--- src/rtl/cic_pdm_decimator.sv ---
// CIC decimator for a 1-bit PDM microphone stream. It produces signed PCM at fs/2^DECIM_LOG2
// through an ORDER-stage pipelined integrator chain and a comb chain that runs on each
// decimation tick. The comb result is scaled and saturated into a single-entry output
// register that uses a valid/ready handshake.
//
// Ports:
//   clk          PDM bit clock (only clock)
//   rst_n        asynchronous active-low reset
//   pdm_en       sample enable; pdm_in consumed only when high
//   pdm_in       PDM bit, 1 -> +1, 0 -> -1
//   pcm_out      signed PCM sample, stable while pcm_valid is high
//   pcm_valid    sample available
//   pcm_ready    consumer accepts on pcm_valid & pcm_ready
//   overrun      sticky: an unaccepted sample was overwritten
//   overrun_clr  synchronous clear of overrun (a coincident set wins)
module cic_pdm_decimator #(
    parameter int unsigned ORDER      = 3,
    parameter int unsigned DECIM_LOG2 = 6,
    parameter int unsigned OUT_WIDTH  = 16
) (
    input  logic                 clk,
    input  logic                 rst_n,
    input  logic                 pdm_en,
    input  logic                 pdm_in,
    output logic [OUT_WIDTH-1:0] pcm_out,
    output logic                 pcm_valid,
    input  logic                 pcm_ready,
    output logic                 overrun,
    input  logic                 overrun_clr
);

    localparam int unsigned W  = ORDER * DECIM_LOG2 + 2;
    localparam int unsigned S  = ORDER * DECIM_LOG2 - OUT_WIDTH + 1;
    localparam int unsigned UW = W - OUT_WIDTH + 1;
    localparam int unsigned SW = $clog2(ORDER + 1);

    logic [W-1:0]          integ_q  [ORDER];
    logic [W-1:0]          dly_q    [ORDER];
    logic [W-1:0]          stage_in [ORDER];
    logic [W-1:0]          comb_acc;
    logic [W-1:0]          comb_last;
    logic [W-1:0]          step_val;
    logic [W-1:0]          shifted;
    logic [UW-1:0]         upper;
    logic [OUT_WIDTH-1:0]  sample;
    logic [DECIM_LOG2-1:0] cnt_q;
    logic [SW-1:0]         settle_q;
    logic                  settled;
    logic                  tick;
    logic                  emit;

    assign step_val = pdm_in ? W'(1) : '1;
    assign tick     = pdm_en && (cnt_q == '1);
    assign settled  = (settle_q == SW'(ORDER));
    assign emit     = tick && settled;

    // Comb chain from pre-edge state; stage_in[k] is what d[k] captures on the tick.
    always_comb begin
        comb_acc = integ_q[ORDER-1];
        for (int k = 0; k < ORDER; k++) begin
            stage_in[k] = comb_acc;
            comb_acc    = comb_acc - dly_q[k];
        end
        comb_last = comb_acc;
    end

    // Floor scaling; any upper bit disagreeing with the sign means out of range.
    always_comb begin
        shifted = W'($signed(comb_last) >>> S);
        upper   = shifted[W-1:OUT_WIDTH-1];
        sample  = shifted[OUT_WIDTH-1:0];
        if (!((&upper) || !(|upper))) begin
            sample = shifted[W-1] ? {1'b1, {(OUT_WIDTH-1){1'b0}}}
                                  : {1'b0, {(OUT_WIDTH-1){1'b1}}};
        end
    end

    // Integrators, combs, decimation and settle counters; everything holds when pdm_en=0.
    // Integrator wrap modulo 2^W is intentional and cancelled by the combs.
    always_ff @(posedge clk or negedge rst_n) begin
        if (!rst_n) begin
            for (int k = 0; k < ORDER; k++) begin
                integ_q[k] <= '0;
                dly_q[k]   <= '0;
            end
            cnt_q    <= '0;
            settle_q <= '0;
        end else if (pdm_en) begin
            integ_q[0] <= integ_q[0] + step_val;
            for (int k = 1; k < ORDER; k++) begin
                integ_q[k] <= integ_q[k] + integ_q[k-1];
            end
            cnt_q <= cnt_q + 1'b1;
            if (tick) begin
                for (int k = 0; k < ORDER; k++) begin
                    dly_q[k] <= stage_in[k];
                end
                if (!settled) begin
                    settle_q <= settle_q + 1'b1;
                end
            end
        end
    end

    // Single-entry output register with valid/ready handshake.
    always_ff @(posedge clk or negedge rst_n) begin
        if (!rst_n) begin
            pcm_out   <= '0;
            pcm_valid <= 1'b0;
        end else if (emit) begin
            pcm_out   <= sample;
            pcm_valid <= 1'b1;
        end else if (pcm_valid && pcm_ready) begin
            pcm_valid <= 1'b0;
        end
    end

    always_ff @(posedge clk or negedge rst_n) begin
        if (!rst_n) begin
            overrun <= 1'b0;
        end else if (emit && pcm_valid && !pcm_ready) begin
            overrun <= 1'b1;
        end else if (overrun_clr) begin
            overrun <= 1'b0;
        end
    end

endmodule

--- config.mk ---
export PLATFORM = sky130hd
export DESIGN_NAME = cic_pdm_decimator
export DESIGN_NICKNAME = d
export VERILOG_FILES = /design/src/rtl/cic_pdm_decimator.sv
export SDC_FILE = /design/constraint.sdc
export NUM_CORES = 1
export LEC_CHECK = 0
export ABC_AREA = 1
export CAP_MARGIN = 20
export CORE_UTILIZATION = 35
export DETAILED_ROUTE_END_ITERATION = 7
export PLACE_DENSITY = 0.5
export SYNTH_ARGS = -nofsm -noshare
export SYNTH_HDL_FRONTEND = slang
export SYNTH_SLANG_ARGS = --single-unit
--- constraint.sdc ---
create_clock -name clk -period 6.72 [get_ports clk]
set_clock_uncertainty 0.2 [all_clocks]
set_input_delay 1.344 -clock clk [delete_from_list [all_inputs] [get_ports clk]]
set_output_delay 1.344 -clock clk [all_outputs]
set_load 0.02 [all_outputs]
[Word level (Yosys, flattened, before mapping)]
Cells that the tools add are included.
Widths: inputs -> output; s select.
Word-level totals
  bits in registers: 146
  logic and storage cells: 43
Operators by class
  $add $sub $neg: 8
  equality and inequality tests: 2
  mux-type cells: 7
  bitwise logic cells: 1
  reduce and logical (&&, ||, !) cells: 14
Operators by type and width (count)
  $add 20x20->20: 3
  $sub 20x20->20: 3
  $mux 16: 2
  $mux 20: 1
  $add 6x1->6 const B: 1
  $eq 6x6->1 const B: 1
  $logic_and 1x1->1: 5
  $mux 1: 4
  $reduce_and 2->1: 2
  $reduce_bool 2->1: 2
  $reduce_and 3->1: 1
  $add 2x1->2 const B: 1
  $eq 2x2->1 const B: 1
  $logic_not 1->1: 2
  $reduce_or 2->1: 1
  $logic_or 1x1->1: 1
  $not 1->1: 1

[Longest topological paths before layout]
  depth after elaboration: 7
  depth in mapped cells: 33

[Least setup slack after synthesis]
Ideal clock, no wire load.
  path kind: register -> register
  from: register integ_q[0] (netlist bit)
  to: register pcm_out[4]
  library setup time: 125 ps
  arrival: 4736 ps
  data required time: 6395 ps
  path slack: 1659 ps
  cell stages (with the launch flop): 31
  buffers on the path: 1
  period minus slack after synthesis: 5061 ps
  cells stage by stage: dfrtp_1 inv_1 ha_1 fa_1 o21ai_1 nand2_1 nand2_1 a21oi_1 o21ai_1 a31oi_1 o21ai_1 xor2_1 ha_1 inv_1 nor3_1 nor3b_1 nand4_1 nand3_1 xor2_1 ha_1 a21oi_1 o21ai_0 a21oi_1 nand2_1 a31oi_1 inv_1 nand3_2 nand3_4 nand2_4 buf_12 a21oi_4
RTL lines
  start: declaration: RTL line 37  | logic [W-1:0] integ_q [ORDER];
  start signal: indexed assignment: RTL line 91  | integ_q[k] <= integ_q[k] + integ_q[k-1];
  end signal: assignment: RTL line 111  | pcm_out <= sample;
  end: declaration: RTL line 25  | output logic [OUT_WIDTH-1:0] pcm_out,

==> impl_results.html <==
<table>
<tr><th>Metric</th><th>Value</th></tr>
<tr><th colspan="2">Outcome</th></tr>
<tr><td>Status</td><td>complete, but fails checks</td></tr>
<tr><td>Violated checks</td><td>DRC</td></tr>
<tr><th colspan="2">Logic synthesis</th></tr>
<tr><td>Ranking of synthesized cells by area</td><td>sky130_fd_sc_hd__dfrtp_1 (33%), sky130_fd_sc_hd__ha_1 (13%), sky130_fd_sc_hd__nand2_1 (11%), sky130_fd_sc_hd__o21ai_0 (7.0%), sky130_fd_sc_hd__a21oi_1 (5.9%)</td></tr>
<tr><td>Number of synthesized flops with an enable pin</td><td>0</td></tr>
<tr><td>Post-synthesis instance area</td><td>0.0111 mm^2</td></tr>
<tr><td>Number of synthesis warnings</td><td>0</td></tr>
<tr><td>Register bit total from synthesis</td><td>approximately 150</td></tr>
<tr><td>Post-synth top area cell</td><td>sky130_fd_sc_hd__dfrtp_1</td></tr>
<tr><td>Portion of the post-synthesis area used by sequential elements</td><td>0.330</td></tr>
<tr><td>Async set-or-reset flop fraction in the synthesized netlist</td><td>1.00</td></tr>
<tr><td>Most frequently used flop master after synthesis</td><td>sky130_fd_sc_hd__dfrtp_1</td></tr>
<tr><td>Number of cells produced by synthesis</td><td>1447</td></tr>
<tr><td>Unique masters post-synth</td><td>51</td></tr>
<tr><td>Portion of synthesized cell area occupied by the leading cell type</td><td>0.330</td></tr>
<tr><td>Syn_area_per_cell</td><td>about 7.7 um^2</td></tr>
<tr><td>Mapped Nets</td><td>1572</td></tr>
<tr><th colspan="2">GRT</th></tr>
<tr><td>Overall fraction of global-route tracks in use</td><td>0.176</td></tr>
<tr><td>Global-route wire length before repair</td><td>46.1 mm</td></tr>
<tr><td>Largest net degree at the start of global routing</td><td>~110</td></tr>
<tr><td>Initial antenna violation count</td><td>0</td></tr>
<tr><td>Total grt overflow</td><td>0</td></tr>
<tr><td>Via count of the first global-routing pass</td><td>9317</td></tr>
<tr><th colspan="2">Final layout</th></tr>
<tr><td>Area overhead of the layout relative to synthesis</td><td>11.2%</td></tr>
<tr><td>Ratio of cells with drive above 1 in the final layout</td><td>0.0581</td></tr>
<tr><td>Net count reported at finish</td><td>1592</td></tr>
<tr><td>Number of inserted diodes</td><td>0</td></tr>
<tr><th colspan="2">Critical path</th></tr>
<tr><td>Type of destination of the critical path</td><td>flop</td></tr>
<tr><td>Slowest stage cell, crit path</td><td>sky130_fd_sc_hd__fa_1</td></tr>
<tr><td>Type of the worst setup path</td><td>reg2reg</td></tr>
<tr><td>Data required, critical path</td><td>6.83 ns</td></tr>
<tr><td>Critical path buffers and inverters</td><td>3</td></tr>
<tr><td>Kind of launch point of the worst setup path</td><td>flop</td></tr>
<tr><td>Cell repeated most along the worst path</td><td>sky130_fd_sc_hd__a21oi_1</td></tr>
<tr><td>Top delay family on crit path</td><td>compound AO/OA/AOI/OAI gates</td></tr>
<tr><td>Critical path data arrival time</td><td>roughly 6.0 ns</td></tr>
<tr><td>Slowest cell delay on critical path</td><td>0.44 ns</td></tr>
<tr><td>Maximum fanout encountered on the critical timing path</td><td>15</td></tr>
<tr><th colspan="2">STA</th></tr>
<tr><td>Final cycle utilization of the critical path</td><td>0.870</td></tr>
<tr><td>Unrepaired setup endpoints after global routing</td><td>false</td></tr>
<tr><td>Final setup violation count</td><td>0</td></tr>
<tr><td>Total Neg Setup Slack</td><td>0 ns</td></tr>
<tr><td>Count of final hold-check violations</td><td>0</td></tr>
<tr><td>Worst slew margin relative to its limit</td><td>0.394</td></tr>
<tr><td>Worst Tran Pin Value</td><td>0.909 ns</td></tr>
<tr><td>Maximum frequency from static timing analysis</td><td>0.171 GHz</td></tr>
<tr><td>Pins Over Slew Limit</td><td>0</td></tr>
<tr><td>Final critical delay including setup and external delays</td><td>between 5 and 6 ns</td></tr>
<tr><th colspan="2">Routing</th></tr>
<tr><td>Total routed wirelength</td><td>27.4 mm</td></tr>
<tr><td>Detailed-route wire length per cell</td><td>14.6 um</td></tr>
<tr><td>Via count</td><td>between 9000 and 10000</td></tr>
<tr><td>Detail Route Antenna Nets</td><td>0</td></tr>
<tr><td>DRC violations left</td><td>2</td></tr>
<tr><td>Initial drt markers</td><td>416</td></tr>
<tr><td>Pre-antenna DRT Iters</td><td>7</td></tr>
<tr><td>Via-to-Cell Ratio</td><td>between 4 and 5</td></tr>
<tr><th colspan="2">CTS</th></tr>
<tr><td>Clock buffer count from CTS</td><td>17</td></tr>
<tr><td>Post-cts sizing count</td><td>0</td></tr>
<tr><td>TritonCTS clock tree</td><td>built</td></tr>
<tr><td>Number of sinks on the clock net</td><td>about 150</td></tr>
<tr><td>Number of H-tree levels</td><td>4</td></tr>
<tr><td>Clk Tree Root Cell</td><td>sky130_fd_sc_hd__clkbuf_16</td></tr>
<tr><td>Number of buffers between clock root and the deepest sink</td><td>2</td></tr>
<tr><td>Count of hold-fix buffers inserted at cts</td><td>0</td></tr>
<tr><td>Skew-Pair Late Insertion Delay</td><td>approximately 0.44 ns</td></tr>
<tr><td>Number of buffers inserted to repair setup after CTS</td><td>0</td></tr>
<tr><td>Clock slew at the register clock pins of the worst setup and hold paths</td><td>0.07 ns</td></tr>
<tr><th colspan="2">Job</th></tr>
<tr><td>Max-cap violation count</td><td>0</td></tr>
<tr><th colspan="2">Floorplan</th></tr>
<tr><td>Die Span X</td><td>between 150 and 200 um</td></tr>
<tr><td>Die area</td><td>0.0324 mm^2</td></tr>
<tr><td>Vertical extent of the die</td><td>approximately 180 um</td></tr>
<tr><td>Core Area</td><td>0.0308 mm^2</td></tr>
<tr><td>Rows</td><td>64</td></tr>
<tr><td>Initial Utilization</td><td>0.359</td></tr>
<tr><td>Top-level I/O count</td><td>24</td></tr>
<tr><th colspan="2">Place</th></tr>
<tr><td>DPL Wire Length</td><td>21.1 mm</td></tr>
<tr><td>Final Wtd Congestion</td><td>approximately 0.85</td></tr>
<tr><td>IO Port Bufs</td><td>23</td></tr>
<tr><th colspan="2">Hold path</th></tr>
<tr><td>HP Class</td><td>reg2reg</td></tr>
</table>
## cells by family after synthesis
logic type	count (synthesis)	share of synthesized area
AOI/OAI and AO/OA	372	0.187
xor gates and xnor gates	88	0.0696
adders and majority gates	119	0.138
buffers and inverters	193	0.0677
DFF	146	0.330
muxes	1	0.00102
and+or+nand+nor	528	0.207
## cells in the mapped netlist (18+ instances only)
master                     number
sky130_fd_sc_hd__clkbuf_1      22
sky130_fd_sc_hd__dfrtp_1      146
sky130_fd_sc_hd__o21ai_0      155
sky130_fd_sc_hd__nor2_1        80
sky130_fd_sc_hd__xnor2_1       38
sky130_fd_sc_hd__nand4_1       18
sky130_fd_sc_hd__nand2_1      338
sky130_fd_sc_hd__a31oi_1       27
sky130_fd_sc_hd__inv_1        159
sky130_fd_sc_hd__xor2_1        50
sky130_fd_sc_hd__nand3_1       44
sky130_fd_sc_hd__ha_1         114
sky130_fd_sc_hd__a21oi_1      130
## layout make-up
| cell class | count | area (um^2) |
|---|---|---|
| inverters | 165 | 619 |
| fillers | 3238 | 18500 |
| flip-flops and latches | 146 | 3650 |
| multi-input cells | 1108 | 6670 |
| clock inverters | 13 | 129 |
| well taps | 396 | 495 |
| clock buffers | 19 | 453 |
| repair buffers | 29 | 292 |
## worst paths after layout
check,cells after the start,end,slack [ns],from
max,29,pcm_out[2],0.88,integ_q[0]
min,1,settle_q[0],0.29,settle_q[0]
max reg2reg,29,pcm_out[2],0.88,integ_q[0]
min reg2reg,1,settle_q[0],0.29,settle_q[0]
max in group asynchronous,2,integ_q[33],4.80,rst_n
min in group asynchronous,1,dly_q[25],0.58,rst_n
## sequential cells by signal, summed over array words and instances (netlist names)
| signal | count |
|---|---|
| integ_q | 60 |
| settle_q | 2 |
| overrun | 1 |
| dly_q | 60 |
| cnt_q | 6 |
| pcm_valid | 1 |
| pcm_out | 16 |
## layout by cell type, fill, tap and decap left out, drive strengths merged, types with 10 or more instances in the layout
cell type	count
a21oi	142
a31oi	27
clkbuf	19
clkdlybuf4s50	21
dfrtp	146
ha	114
inv	168
nand2	346
nand3	49
nand4	18
nor2	85
nor3	14
o211ai	10
o21ai	163
xnor2	38
xor2	50
## stage by stage
stage | area [um^2] | instances | utilization | setup slack [ns] | hold WS [ns]
after global placement | 11700 | 1843 | 0.380 | 0.909 | 0.269
after CTS | 12300 | 1875 | 0.399 | 0.834 | 0.291
after detailed placement | 11700 | 1843 | 0.380 | 0.838 | 0.275
after global routing | 12300 | 1876 | 0.399 | 0.317 | 0.326
final | 12300 | 1876 | 0.399 | 0.877 | 0.286
after floorplan | 11100 | 1447 | - | 1.66 | 0.252
## per-layer routing
metal	vias to the layer above	share of wire	track usage
met2	107	0.50	0.320
li1	4920	-	-
met3	37	0.019	0.0249
met5	-	0	0
met1	4276	0.46	0.212
met4	0	0.023	0.0603
Power is not shown: default switching activity piles up to over one toggle a cycle in this logic, so the estimate is an artifact.
